--- src/rtl/ctl_bram_arbiter.sv ---
// Arbitrates the single-port controller BRAM between internal streaming ops (priority) and
// queued CPU writes with a starvation guard. Optional statistics counters: CTL_ARB_STATS_EN.
module ctl_bram_arbiter #(
   parameter int         ADDR_WIDTH     = 8,
   parameter int         FIFO_DEPTH     = 4,
   parameter int         STARVE_LIMIT   = 4,
   parameter int         BRAM_LATENCY   = 1,
   parameter logic [1:0] SEL_CONTROLLER = 2'd1
) (
   input  logic                  clk_i,
   input  logic                  rst_i,
   input  logic                  cpu_en_i,
   input  logic                  cpu_we_i,
   input  logic [1:0]            cpu_select_i,
   input  logic [13:0]           cpu_addr_i,
   input  logic [15:0]           cpu_data_i,
   input  logic                  int_req_i,
   input  logic                  int_we_i,
   input  logic [ADDR_WIDTH-1:0] int_addr_i,
   input  logic [15:0]           int_wdata_i,
   output logic                  int_ack_o,
   output logic [15:0]           int_rdata_o,
   output logic                  int_rvalid_o,
   output logic                  bram_en_o,
   output logic                  bram_we_o,
   output logic [ADDR_WIDTH-1:0] bram_addr_o,
   output logic [15:0]           bram_din_o,
   input  logic [15:0]           bram_dout_i,
`ifdef CTL_ARB_STATS_EN
   output logic [15:0]           stat_cpu_wr_o,
   output logic [15:0]           stat_int_grant_o,
   output logic [15:0]           stat_forced_o,
`endif
   output logic                  overflow_o
);

   localparam int                PTR_W    = (FIFO_DEPTH > 1) ? $clog2(FIFO_DEPTH) : 1;
   localparam int                ENTRY_W  = ADDR_WIDTH + 16;
   localparam logic [PTR_W:0]    FULL_CNT = (PTR_W+1)'(FIFO_DEPTH);
   localparam logic [7:0]        LIMIT    = 8'(STARVE_LIMIT);

   logic [ENTRY_W-1:0]    mem_q [FIFO_DEPTH];
   logic [PTR_W-1:0]      wr_ptr_q, rd_ptr_q;
   logic [PTR_W:0]        cnt_q, cnt_d;
   logic [7:0]            wait_q, wait_d;
   logic                  cpu_wr_prev_q;
   logic                  bram_en_q, bram_we_q;
   logic [ADDR_WIDTH-1:0] bram_addr_q;
   logic [15:0]           bram_din_q;
   logic [BRAM_LATENCY:0] rd_pipe_q;
   logic                  rvalid_q;
   logic [15:0]           rdata_q;
   logic                  overflow_q;

   logic cpu_wr_s, event_s, empty_s, full_s, force_s, grant_int_s, ack_s, pop_s, push_s, drop_s;
   logic [ENTRY_W-1:0] head_s;

   // Event detection on the rising edge of the bus write strobe; one push per WE assertion.
   assign cpu_wr_s    = cpu_en_i & cpu_we_i;
   assign event_s     = cpu_wr_s & ~cpu_wr_prev_q & (cpu_select_i == SEL_CONTROLLER);
   assign empty_s     = (cnt_q == '0);
   assign full_s      = (cnt_q == FULL_CNT);
   assign force_s     = ~empty_s & (wait_q >= LIMIT);
   assign grant_int_s = int_req_i & ~force_s;
   assign ack_s       = grant_int_s & ~rst_i;
   assign pop_s       = ~empty_s & ~grant_int_s;
   assign push_s      = event_s & (~full_s | pop_s);
   assign drop_s      = event_s & full_s & ~pop_s;
   assign head_s      = mem_q[rd_ptr_q];

   // Next-state for the starvation counter and FIFO occupancy.
   always_comb begin
      wait_d = wait_q;
      cnt_d  = cnt_q;
      if (empty_s || pop_s) begin
         wait_d = 8'd0;
      end else if (wait_q != 8'hFF) begin
         wait_d = wait_q + 8'd1;
      end else begin
         wait_d = wait_q;
      end
      case ({push_s, pop_s})
         2'b10:   cnt_d = cnt_q + (PTR_W+1)'(1);
         2'b01:   cnt_d = cnt_q - (PTR_W+1)'(1);
         default: cnt_d = cnt_q;
      endcase
   end

   // Queue storage; contents are don't-care while the pointers say empty.
   always_ff @(posedge clk_i) begin
      if (push_s && !rst_i) begin
         mem_q[wr_ptr_q] <= {cpu_addr_i[ADDR_WIDTH-1:0], cpu_data_i};
      end
   end

   // Grant, BRAM port registers, read-return pipeline and sticky overflow.
   always_ff @(posedge clk_i) begin
      if (rst_i) begin
         cpu_wr_prev_q <= 1'b0;
         wr_ptr_q      <= '0;
         rd_ptr_q      <= '0;
         cnt_q         <= '0;
         wait_q        <= 8'd0;
         bram_en_q     <= 1'b0;
         bram_we_q     <= 1'b0;
         bram_addr_q   <= '0;
         bram_din_q    <= 16'd0;
         rd_pipe_q     <= '0;
         rvalid_q      <= 1'b0;
         rdata_q       <= 16'd0;
         overflow_q    <= 1'b0;
      end else begin
         cpu_wr_prev_q <= cpu_wr_s;
         cnt_q         <= cnt_d;
         wait_q        <= wait_d;
         if (push_s) wr_ptr_q <= wr_ptr_q + PTR_W'(1);
         if (pop_s)  rd_ptr_q <= rd_ptr_q + PTR_W'(1);
         if (ack_s) begin
            bram_en_q   <= 1'b1;
            bram_we_q   <= int_we_i;
            bram_addr_q <= int_addr_i;
            bram_din_q  <= int_wdata_i;
         end else if (pop_s) begin
            bram_en_q   <= 1'b1;
            bram_we_q   <= 1'b1;
            bram_addr_q <= head_s[ENTRY_W-1:16];
            bram_din_q  <= head_s[15:0];
         end else begin
            bram_en_q   <= 1'b0;
            bram_we_q   <= 1'b0;
         end
         // Bit k marks a read whose BRAM enable was k cycles ago.
         rd_pipe_q <= {rd_pipe_q[BRAM_LATENCY-1:0], ack_s & ~int_we_i};
         rvalid_q  <= rd_pipe_q[BRAM_LATENCY];
         if (rd_pipe_q[BRAM_LATENCY]) rdata_q <= bram_dout_i;
         if (drop_s) overflow_q <= 1'b1;
      end
   end

`ifdef CTL_ARB_STATS_EN
   logic [15:0] stat_cpu_wr_q, stat_int_grant_q, stat_forced_q;

   // Saturating activity counters.
   always_ff @(posedge clk_i) begin
      if (rst_i) begin
         stat_cpu_wr_q    <= 16'd0;
         stat_int_grant_q <= 16'd0;
         stat_forced_q    <= 16'd0;
      end else begin
         if (pop_s && stat_cpu_wr_q != 16'hFFFF) stat_cpu_wr_q <= stat_cpu_wr_q + 16'd1;
         if (ack_s && stat_int_grant_q != 16'hFFFF) stat_int_grant_q <= stat_int_grant_q + 16'd1;
         if (pop_s && force_s && int_req_i && stat_forced_q != 16'hFFFF)
            stat_forced_q <= stat_forced_q + 16'd1;
      end
   end

   assign stat_cpu_wr_o    = stat_cpu_wr_q;
   assign stat_int_grant_o = stat_int_grant_q;
   assign stat_forced_o    = stat_forced_q;
`endif

   assign int_ack_o    = ack_s;
   assign int_rdata_o  = rdata_q;
   assign int_rvalid_o = rvalid_q;
   assign bram_en_o    = bram_en_q;
   assign bram_we_o    = bram_we_q;
   assign bram_addr_o  = bram_addr_q;
   assign bram_din_o   = bram_din_q;
   assign overflow_o   = overflow_q;

endmodule
--- config.mk ---
export PLATFORM = sky130hd
export DESIGN_NAME = ctl_bram_arbiter
export DESIGN_NICKNAME = d
export VERILOG_FILES = /design/src/rtl/ctl_bram_arbiter.sv
export SDC_FILE = /design/constraint.sdc
export NUM_CORES = 1
export LEC_CHECK = 0
export BUFFER_PORTS_ARGS = -buffer_cell sky130_fd_sc_hd__clkbuf_2
export CAP_MARGIN = 10
export CORE_UTILIZATION = 40
export DETAILED_ROUTE_END_ITERATION = 10
export PLACE_DENSITY = 0.73
export SKIP_LAST_GASP = 1
export SLEW_MARGIN = 20
export SYNTH_ARGS = -nofsm -noshare
export SYNTH_HDL_FRONTEND = slang
export SYNTH_SLANG_ARGS = --single-unit
--- constraint.sdc ---
create_clock -name clk_i -period 5.41 [get_ports clk_i]
set_input_delay 0.541 -clock clk_i [delete_from_list [all_inputs] [get_ports clk_i]]
set_output_delay 0.541 -clock clk_i [all_outputs]
set_load 0.01 [all_outputs]
Yosys cells after proc, flatten, opt, wreduce, memory -nomap -nowiden --
Memories as Yosys holds them, arrays and structs flattened. A register that Yosys moved wholly into a read port is not among the register bits. Cells that the tools add are included.
Cells by class: multiplexer cells 12, add/sub/neg operators 5, equal/unequal tests 5, reductions and logical operators 7, magnitude comparators 1, bitwise operators 20
Operator list (count):
- $mux 16 | 2
- $mux 8 | 2
- $and 1x1->1 | 11
- $add 8x1->8 const B | 1
- $ge 8x3->1 const B | 1
- $ne 8x8->1 const B | 1
- $not 1->1 | 8
- $pmux 3 s2 | 1
- $mux 1 | 5
- $add 2x1->2 const B | 2
- $eq 2x1->1 const B | 2
- $mux 2 | 2
- $reduce_bool 2->1 | 2
- $add 3x1->3 const B | 1
- $eq 3x3->1 const B | 1
- $logic_not 3->1 | 1
- $sub 3x1->3 const B | 1
- $eq 2x2->1 const B | 1
- $reduce_or 2->1 | 1
- $logic_and 1x1->1 | 1
- $logic_not 1->1 | 1
- $logic_or 1x1->1 | 1
- $or 1x1->1 | 1
Storage, ports and cells: memory bits (writable) 96, flip-flop bits (word level) 62, memories kept 1, input port bits 78, output and inout bits 45, logic and storage cells 64
Memories:
- mem_q | words 4, width 24, read ports 1, clocked after memory_dff 1, wr ports 1, line 42 | logic [ENTRY_W-1:0] mem_q [FIFO_DEPTH];

Logic depth before layout (Yosys ltp) --
Gate-level depths: netlist of the first run.
depth in word-level cells 12, gate-level depth with buffers 12, gate-level depth less buffers 10

Least setup slack after synthesis of the first run --
No wires, ideal clock.
kind input port to flip-flop, from input int_req_i, to register cnt_q[2], slack 2.649 ns, data required time 5.339 ns, cell stages on the path 12, arrival time 2.691 ns, buffers on the path 3, cell sequence or4b_1 -> buf_2 -> o21ai_2 -> buf_2 -> buf_2 -> inv_2 -> ha_1 -> inv_1 -> fa_1 -> xor2_1 -> or3_1 -> a21oi_1
On the way: longest elaborated chain between the ends 7
Ends and longest elaborated chain:
- from (decl) | line 17 | input logic int_req_i,
- $and 1x1->1 (*) | line 64 | assign grant_int_s = int_req_i & ~force_s;
- $not 1->1 (*) | line 66 | assign pop_s = ~empty_s & ~grant_int_s;
- $and 1x1->1 (*) | line 66
- via pop_s | line 55 | logic cpu_wr_s, event_s, empty_s, full_s, force_s, grant_int_s, ack_s, pop_s, push_s, drop_s;
- $or 1x1->1 | line 67 | assign push_s = event_s & (~full_s | pop_s);
- $and 1x1->1 | line 67
- $eq 2x1->1 or $eq 2x2->1 (tied branches) | line 82 | case ({push_s, pop_s})
- $pmux 3 s2 or $reduce_bool 2->1 (tied branches)
- to (signal assigned) | line 114 | cnt_q <= cnt_d;
- to (decl) | line 44 | logic [PTR_W:0] cnt_q, cnt_d;
The timed path passes the listed nets; every way through them passes the cells marked *. A chain may end at the register's enable or synchronous reset.

Worst setup path in the final report of the first run --
from input int_req_i, to output int_ack_o
On the way: longest elaborated chain between the ends 2
Ends and longest elaborated chain:
- $and 1x1->1 | line 64
- $and 1x1->1 | line 65 | assign ack_s = grant_int_s & ~rst_i;
- to (decl) | line 21 | output logic int_ack_o,
Every way passes these cells.

==> flow_summary.yaml, run 1 <==
outcome:
  status: "completed"
worst_setup_path:
  end_kind: "primary output"
  required_ns: 4.87
  cp-start-kind: "input port"
  crit_arrival_ns: 2.48
  crit_type: "input port to primary output"
  path_max_fanout: 13
routing:
  vias: 3640
  wl_per_cell_um: 17.1
  first_pass_iters: 6
  drt-total-wl_mm: 12.0
  remaining_drc_errors: 0
  initialDrtViolationCount: 172
  via_per_inst: 5.19
  ant_nets: 0
clock_network:
  cts-root-buf: "clkbuf_16"
  path_clk_slew_ns: 0.06
  clock-sinks: 160
  htreeDepth: 4
  clock_latency_ns: 0.42
  ctsHoldBuffers: 0
  cts_setup_buffers: 0
  cts_resized: 0
  clockBufferDepth: 2
  cts_tree: "done"
  cts_buffers: 17
place:
  hpwl_mm: 7.78
  place.gp.congestion: 0.686
  dp.cells: 670
  io_buffers: 116
  postPlaceCellArea_mm2: 0.00679
finish:
  antenna_cells: 0
  syn2layout_area_growth_pct: 22.0
  fin_area_mm2: 0.00734
  nNetsFinal: 591
  fin_cells: 702
  drive_above_1_share: 0.353
  final_util: 0.503
global_routing:
  grt_max_degree: 33
  met2_usage: 0.280
  grt.overflow.total: 0
  antenna_found_initial: 0
  busiest_layer: "met2"
  track_usage: 0.163
  met1_usage: 0.197
  met3_usage: 0.0395
  grt_pass1_vias: 3642
  grt_pass1_wl_mm: 19.1
min_path:
  hp-class: "input port to flop"
synthesis:
  ys_seq_area_frac: 0.692
  synth_top_flop_cell: "edfxtp_1"
  synth_edf_count: 96
  synth_top_area_cell: "edfxtp_1"
  syn_inst: 383
  synth_area_leaders: "edfxtp_1 48%, dfxtp_1 21%, mux4_2 9.0%"
  synth_warnings: 0
  avgSynthCellArea_um2: 15.7
  ys_top_cells_by_count: "96 x edfxtp_1, 64 x dfxtp_1, 48 x nor2_1"
  ys_ff_latch: 160
  async_reset_ff_frac: 0
  synthMostInstantiatedCell: "edfxtp_1"
  synth_top_area_frac: 0.479
  synth_cell_types: 43
  netlist_area_mm2: 0.00601
floorplan:
  die_area_mm2: 0.0155
  core_area_mm2: 0.0146
  start_util: 0.412
  ioPinCount: 123
  row_count: 44
  die_h_um: 125
  die_w_um: 125
pwr:
  vdd.ir_drop.worst_uv: 277
  power_density_mw_per_mm2: 449
  p_leak_nw: 2.74
timing:
  final-setup-viol-count: 0
  clock_skew_ns: 0.0120
  worst_pin_slew_ns: 0.930
  fin_crit_sh: 0.558
  tns_ns: 0
  hold_slack_ns: 0.294
  hold_viol: 0
  max_freq_mhz: 331
  fin_crit_ns: 3.02
  slew_headroom: 0.379
  drv_slew: 0
  rsz0062_at_grt: "false"
run:
  drv_cap: 0
power breakdown:
group          internal (mW)  switching (mW)  total [mW]
Sequential              1.42           0.139        1.56
Clock                  0.654           0.452        1.11
Combinational          0.322           0.313       0.636
Total                   2.39           0.904        3.30
worst max-delay path, cell delays in order:
cell and delay, ns:
clkbuf_2 0.34, or4b_1 0.61, o2bb2a_4 0.30, or2_4 0.26, clkinv_2 0.23, clkbuf_2 0.19
kinds of logic (layout without fill, tap and decap cells):
kind of cell	Yosys count	count (layout)	synth area share
other	1	5	0.000624
AO/OA/AOI/OAI	36	36	0.0491
buffers and inverters	33	164	0.0233
XOR/XNOR	5	5	0.00728
adder cells (fa/ha/maj)	8	8	0.0179
AND/OR/NAND/NOR	89	89	0.0743
flip-flops	160	160	0.692
multiplexers	51	51	0.135
registers in the layout, summed over array words and instances, names as in the netlist, named ones only:
name and count:
mem_q 96, bram_din_o 16, int_rdata_o 16, bram_addr_o 8, wait_q 8, cnt_q 3
rd_pipe_q 2, rd_ptr_q 2, wr_ptr_q 2, bram_en_o 1, bram_we_o 1, cpu_wr_prev_q 1
int_rvalid_o 1, overflow_o 1
final timing paths:
kind / from / end / slack (ns) / depth (start not counted)
worst max register to register: wait_q[4] / cnt_q[2] / 2.56 / 10
worst min register to register: rd_pipe_q[0] / rd_pipe_q[1] / 0.44 / 1
worst min-delay path: int_we_i / rd_pipe_q[0] / 0.29 / 2
worst max-delay path: int_req_i / int_ack_o / 2.39 / 6
through the flow:
step	setup slack [ns]	power, mW
2_1_floorplan	2.65	1.98
3_3_place_gp	2.14	2.20
3_5_place_dp	2.00	2.23
4_1_cts	2.40	3.33
5_1_grt	2.23	3.45
6_report	2.39	3.30
cells in the final DEF (no fill, tap or decap), drive strengths merged, types with 2 or more instances in the layout:
master,n
a221o,11
mux4,24
nor3,8
clkbuf,137
edfxtp,96
nor2,48
nor2b,3
nand2b,3
conb,5
a211oi,8
ha,7
buf,6
inv,10
or4b,2
clkinvlp,3
xor2,4
a21oi,4
mux2i,26
nand2,2
clkinv,7
o21ai,2
nor3b,11
o22ai,5
dfxtp,64
and2,4
or3,3
layout make-up:
cell class / count / area, um^2
tap: 184 / 230
fill: 1227 / 7250
sequential: 160 / 4170
clock buffer: 21 / 462
inverter: 10 / 38.8
timing repair buffer: 122 / 626
multi-input combinational: 194 / 1730
clock inverter: 11 / 88.8
layer usage:
layer  up-vias  wire length (um)  part of all wire
li1       1689                 -                 -
met1      1823              5070              0.42
met2       114              6110              0.51
met3        14               619             0.052
met4         0               189             0.016
met5         -                 0                 0
Power figures use the tool's default switching activity.
==> run 2, diff against run 1 <==
--- a/config.mk
+++ b/config.mk
@@ -9,7 +9,7 @@
 export CAP_MARGIN = 10
 export CORE_UTILIZATION = 40
 export DETAILED_ROUTE_END_ITERATION = 10
-export PLACE_DENSITY = 0.73
+export PLACE_DENSITY = 0.76
 export SKIP_LAST_GASP = 1
 export SLEW_MARGIN = 20
 export SYNTH_ARGS = -nofsm -noshare
==> constraint.sdc (replaced) <==
create_clock -name clk_i -period 2.76 [get_ports clk_i]
set_input_delay 0.276 -clock clk_i [delete_from_list [all_inputs] [get_ports clk_i]]
set_output_delay 0.276 -clock clk_i [all_outputs]
set_load 0.01 [all_outputs]
==> run 2 against run 1 <==
Compared with the run above:
- wire length grew 1.3%
- total power up 98%
- via count hardly changed
- hold slack worse by 0.23 ns
- clock power grew 97%
- final area rose by 1.5%
- critical path depth rose by 4
- highest routed layer unchanged
==> flow_summary.yaml, run 2 (same netlist as run 1, synthesis figures left out) <==
timing:
  rsz0062_at_grt: "false"
  fin_crit_ns: 2.60
  max_freq_mhz: 385
  tns_ns: 0
  hold_slack_ns: 0.0594
  drv_slew: 0
  clock_skew_ns: 0.00766
  hold_viol: 0
  final-setup-viol-count: 0
  slew_headroom: 0.373
  fin_crit_sh: 0.941
  worst_pin_slew_ns: 0.939
pwr:
  power_density_mw_per_mm2: 875
  vdd.ir_drop.worst_uv: 457
  switching_share: 0.272
  combPwrFrac: 0.204
  pwr-share-clk: 0.335
  p_seq_frac: 0.460
  intPower_mw: 4.74
  p_leak_nw: 2.80
  p_sw_mw: 1.77
global_routing:
  grt_max_degree: 33
  grt.overflow.total: 0
  track_usage: 0.167
  grt_pass1_vias: 3777
  antenna_found_initial: 0
  grt_pass1_wl_mm: 19.5
routing:
  ant_nets: 0
  via_per_inst: 5.13
  first_pass_iters: 6
  remaining_drc_errors: 0
  drt-total-wl_mm: 12.1
  wl_per_cell_um: 17.1
  vias: 3642
  initialDrtViolationCount: 134
run:
  drv_cap: 0
clock_network:
  clockBufferDepth: 2
  htreeDepth: 4
  cts_tree: "done"
  ctsHoldBuffers: 0
  path_clk_slew_ns: 0.06
  clock-sinks: 160
  cts_buffers: 17
  cts-root-buf: "clkbuf_16"
  cts_setup_buffers: 0
  cts_resized: 0
  clock_latency_ns: 0.42
finish:
  nFillCells: 1242
  layout_common_cells: "116 x clkbuf_2, 96 x edfxtp_1, 63 x dfxtp_1"
  largest_reg_flops: 96
  fin_area_mm2: 0.00745
  syn2layout_area_growth_pct: 23.9
  drive_above_1_share: 0.359
  final_common_cell: "clkbuf_2"
  fin_cells: 710
  regMostFlops: "mem_q"
  nNetsFinal: 599
  antenna_cells: 0
place:
  postPlaceCellArea_mm2: 0.00689
  hpwl_mm: 8.22
  place.gp.congestion: 0.785
  io_buffers: 116
  dp.cells: 678
worst_setup_path:
  crit_arrival_ns: 2.95
  cp-start-kind: "flop"
  crit_type: "flop to flop"
  required_ns: 3.11
  end_kind: "flop"
  path_max_fanout: 3
floorplan:
  row_count: 44
  die_area_mm2: 0.0155
  die_h_um: 125
  ioPinCount: 123
  die_w_um: 125
  start_util: 0.412
  core_area_mm2: 0.0146
outcome:
  status: "completed"
min_path:
  hp-class: "input port to flop"
run 2: power by group through the flow:
stage / combinational [mW] / clock (mW) / sequential (mW)
floorplan: 0.856 / 0 / 3.03
global placement: 1.31 / 0 / 3.03
detailed placement: 1.34 / 0 / 3.05
CTS: 1.35 / 2.24 / 3.00
global route: 1.45 / 2.35 / 3.04
finish: 1.33 / 2.19 / 3.00
run 2: metal layers:
layer / vias to the layer above / GRT usage / share of wire
li1: 1702 / - / -
met2: 113 / 0.276 / 0.51
met4: 0 / 0.0886 / 0.028
met1: 1804 / 0.199 / 0.41
met3: 23 / 0.0468 / 0.056
met5: - / 0 / 0
run 2: final cells by class:
class	instances	area, um^2	area share
inverters	10	38.8	0.00521
clock inverters	13	123	0.0165
clock buffers	19	433	0.0581
flip-flops and latches	160	4170	0.559
multi-input cells	194	1720	0.231
repair buffers	130	736	0.0988
well taps	184	230	0.0309
run 2: metrics by stage:
step                setup slack, ns  power [mW]  utilization
finish                        0.162        6.52        0.511
floorplan                     0.166        3.89            -
CTS                           0.180        6.59        0.511
global placement              0.270        4.35        0.473
detailed placement            0.192        4.39        0.473
global route                 0.0672        6.84        0.511
run 2: path summary, 6_finish.rpt:
path / start / end / slack, ns / depth (start not counted)
worst min register to register: rd_pipe_q[0] / rd_pipe_q[1] / 0.46 / 1
worst max-delay path: wait_q[4] / cnt_q[2] / 0.16 / 10
worst min-delay path: int_we_i / rd_pipe_q[0] / 0.06 / 2
worst max register to register: wait_q[4] / cnt_q[2] / 0.16 / 10
run 2: worst max-delay path: stages, from the launching register on:
cell	delay (ns)
dfxtp_1	0.31
or4b_1	0.54
nor2_1	0.24
a31oi_1	0.14
inv_1	0.08
ha_1	0.18
inv_1	0.07
fa_1	0.37
xor2_1	0.16
or3_1	0.31
a21oi_1	0.14
==> run 3, diff against run 2 <==
--- a/config.mk
+++ b/config.mk
@@ -10,6 +10,7 @@
 export CORE_UTILIZATION = 40
 export DETAILED_ROUTE_END_ITERATION = 10
 export PLACE_DENSITY = 0.76
+export REMOVE_ABC_BUFFERS = 1
 export SKIP_LAST_GASP = 1
 export SLEW_MARGIN = 20
 export SYNTH_ARGS = -nofsm -noshare
==> constraint.sdc (replaced) <==
create_clock -name clk_i -period 2.76 [get_ports clk_i]
set_input_delay 0.69 -clock clk_i [delete_from_list [all_inputs] [get_ports clk_i]]
set_output_delay 0.69 -clock clk_i [all_outputs]
set_load 0.01 [all_outputs]
==> run 3 against run 2 <==
Compared with the run above:
- flip-flop and latch count unchanged
- combinational power rose by 5%
- sequential share of layout area decreased by 0.58 points
- first-iteration DRC count is 42% higher
- die area unchanged
- largest cell class unchanged
- highest routed layer unchanged
==> flow_summary.yaml, run 3 (same netlist as run 1, synthesis figures left out) <==
place:
  hpwl_mm: 8.05
  postPlaceCellArea_mm2: 0.00696
  dp.cells: 686
  io_buffers: 116
  place.gp.congestion: 0.787
  dp_worst_setup_slack_ns: -0.136
timing:
  hold_viol: 0
  final-setup-viol-count: 0
  max_freq_mhz: 378
  clock_skew_ns: 0.0114
  fin_crit_sh: 0.958
  rsz0062_at_grt: "false"
  fin_crit_ns: 2.64
  setup_ws_ns: 0.116
  tns_ns: 0
  drv_slew: 0
  hold_slack_ns: 0.440
  slew_headroom: 0.374
  worst_pin_slew_ns: 0.935
finish:
  drive_above_1_share: 0.373
  regMostFlops: "mem_q"
  nFillCells: 1218
  nNetsFinal: 607
  antenna_cells: 0
  layout_common_cells: "115 x clkbuf_2, 96 x edfxtp_1, 62 x dfxtp_1"
  final_common_cell: "clkbuf_2"
  syn2layout_area_growth_pct: 25.2
  fin_cells: 718
  largest_reg_flops: 96
  fin_area_mm2: 0.00753
  final_util: 0.516
run:
  drv_cap: 0
global_routing:
  track_usage: 0.166
  grt.overflow.total: 0
  antenna_found_initial: 0
  grt_max_degree: 44
  grt_pass1_wl_mm: 19.5
  grt_pass1_vias: 3757
worst_setup_path:
  path_max_fanout: 3
  crit_type: "flop to primary output"
  r2r_end: "cnt_q[2]"
  cp-start-kind: "flop"
  r2r-start: "wait_q[4]"
  r2r_setup_slack_ns: 0.21
  required_ns: 2.07
  reg2regPathDepth: 10
  end_kind: "primary output"
  crit_arrival_ns: 1.95
floorplan:
  ioPinCount: 123
  row_count: 44
  die_w_um: 125
  start_util: 0.412
  die_area_mm2: 0.0155
  die_h_um: 125
  core_area_mm2: 0.0146
routing:
  first_pass_iters: 4
  remaining_drc_errors: 0
  vias: 3679
  wl_per_cell_um: 17.0
  ant_nets: 0
  initialDrtViolationCount: 190
  drt-total-wl_mm: 12.2
  via_per_inst: 5.12
outcome:
  status: "completed"
clock_network:
  clock_latency_ns: 0.42
  cts_tree: "done"
  path_clk_slew_ns: 0.06
  htreeDepth: 4
  ctsHoldBuffers: 0
  clock-sinks: 160
  cts_buffers: 17
  cts-root-buf: "clkbuf_16"
  clockBufferDepth: 2
min_path:
  hp-class: "flop to flop"
  hold_start: "rd_pipe_q[0]"
  min_path_cells: 1
  hold_end: "rd_pipe_q[1]"
pwr:
  total_power_mw: 6.54
  p_leak_nw: 2.84
  power_density_mw_per_mm2: 868
  vdd.ir_drop.worst_uv: 506
## run 3: cell count changes in the layout (fill, tap and decap cells not counted), sizes merged
cell,delta
buf,+9
bufinv,-1
inv,+1
clkinvlp,-1
## run 3: how the worst max path moves through the flow
| stage | from | to | slack (ns) | depth (start not counted) |
|---|---|---|---|---|
| finish | wait_q[4] | int_ack_o | 0.12 | 5 |
| detailed placement | int_req_i | cnt_q[2] | -0.14 | 11 |
| global placement | int_req_i | cnt_q[2] | -0.08 | 11 |
| floorplan | int_req_i | cnt_q[2] | -0.30 | 9 |
| global route | wait_q[4] | cnt_q[2] | 0.008 | 10 |
| CTS | wait_q[4] | int_ack_o | -0.002 | 6 |
## run 3: critical path, stage by stage, from the launching register on
cell and delay, ns:
dfxtp_2 0.32, or4b_4 0.56, o2bb2a_4 0.25, or2_4 0.23
clkinv_2 0.05, buf_2 0.12
## run 3: area by class of cell
cell class                 instances  area, um^2  area share
sequential                       160        4170       0.553
timing repair buffer             138         796       0.106
multi-input combinational        194        1740       0.231
tap                              184         230      0.0306
inverter                          10        38.8     0.00515
clock buffer                      20         447      0.0593
clock inverter                    12         111      0.0148
## run 3: what timing repair did
action,in CTS,in global routing
endpoints found under the hold margin,0,0
gates resized for setup,3,2
pin swaps,0,0
setup buffers,1,0
gates cloned,0,0
setup endpoints to repair,1,1
## run 3: power breakdown
| part | total (mW) | internal [mW] | switching [mW] |
|---|---|---|---|
| registers | 2.96 | 2.78 | 0.180 |
| logic | 1.40 | 0.679 | 0.725 |
| clock network | 2.18 | 1.27 | 0.910 |
| total | 6.54 | 4.72 | 1.82 |
## run 3: metal layers
metal,part of all wire,up-vias,GRT usage
met4,0.016,0,0.0567
li1,-,1714,-
met2,0.49,129,0.274
met5,0,-,0
met3,0.059,15,0.0481
met1,0.43,1821,0.208
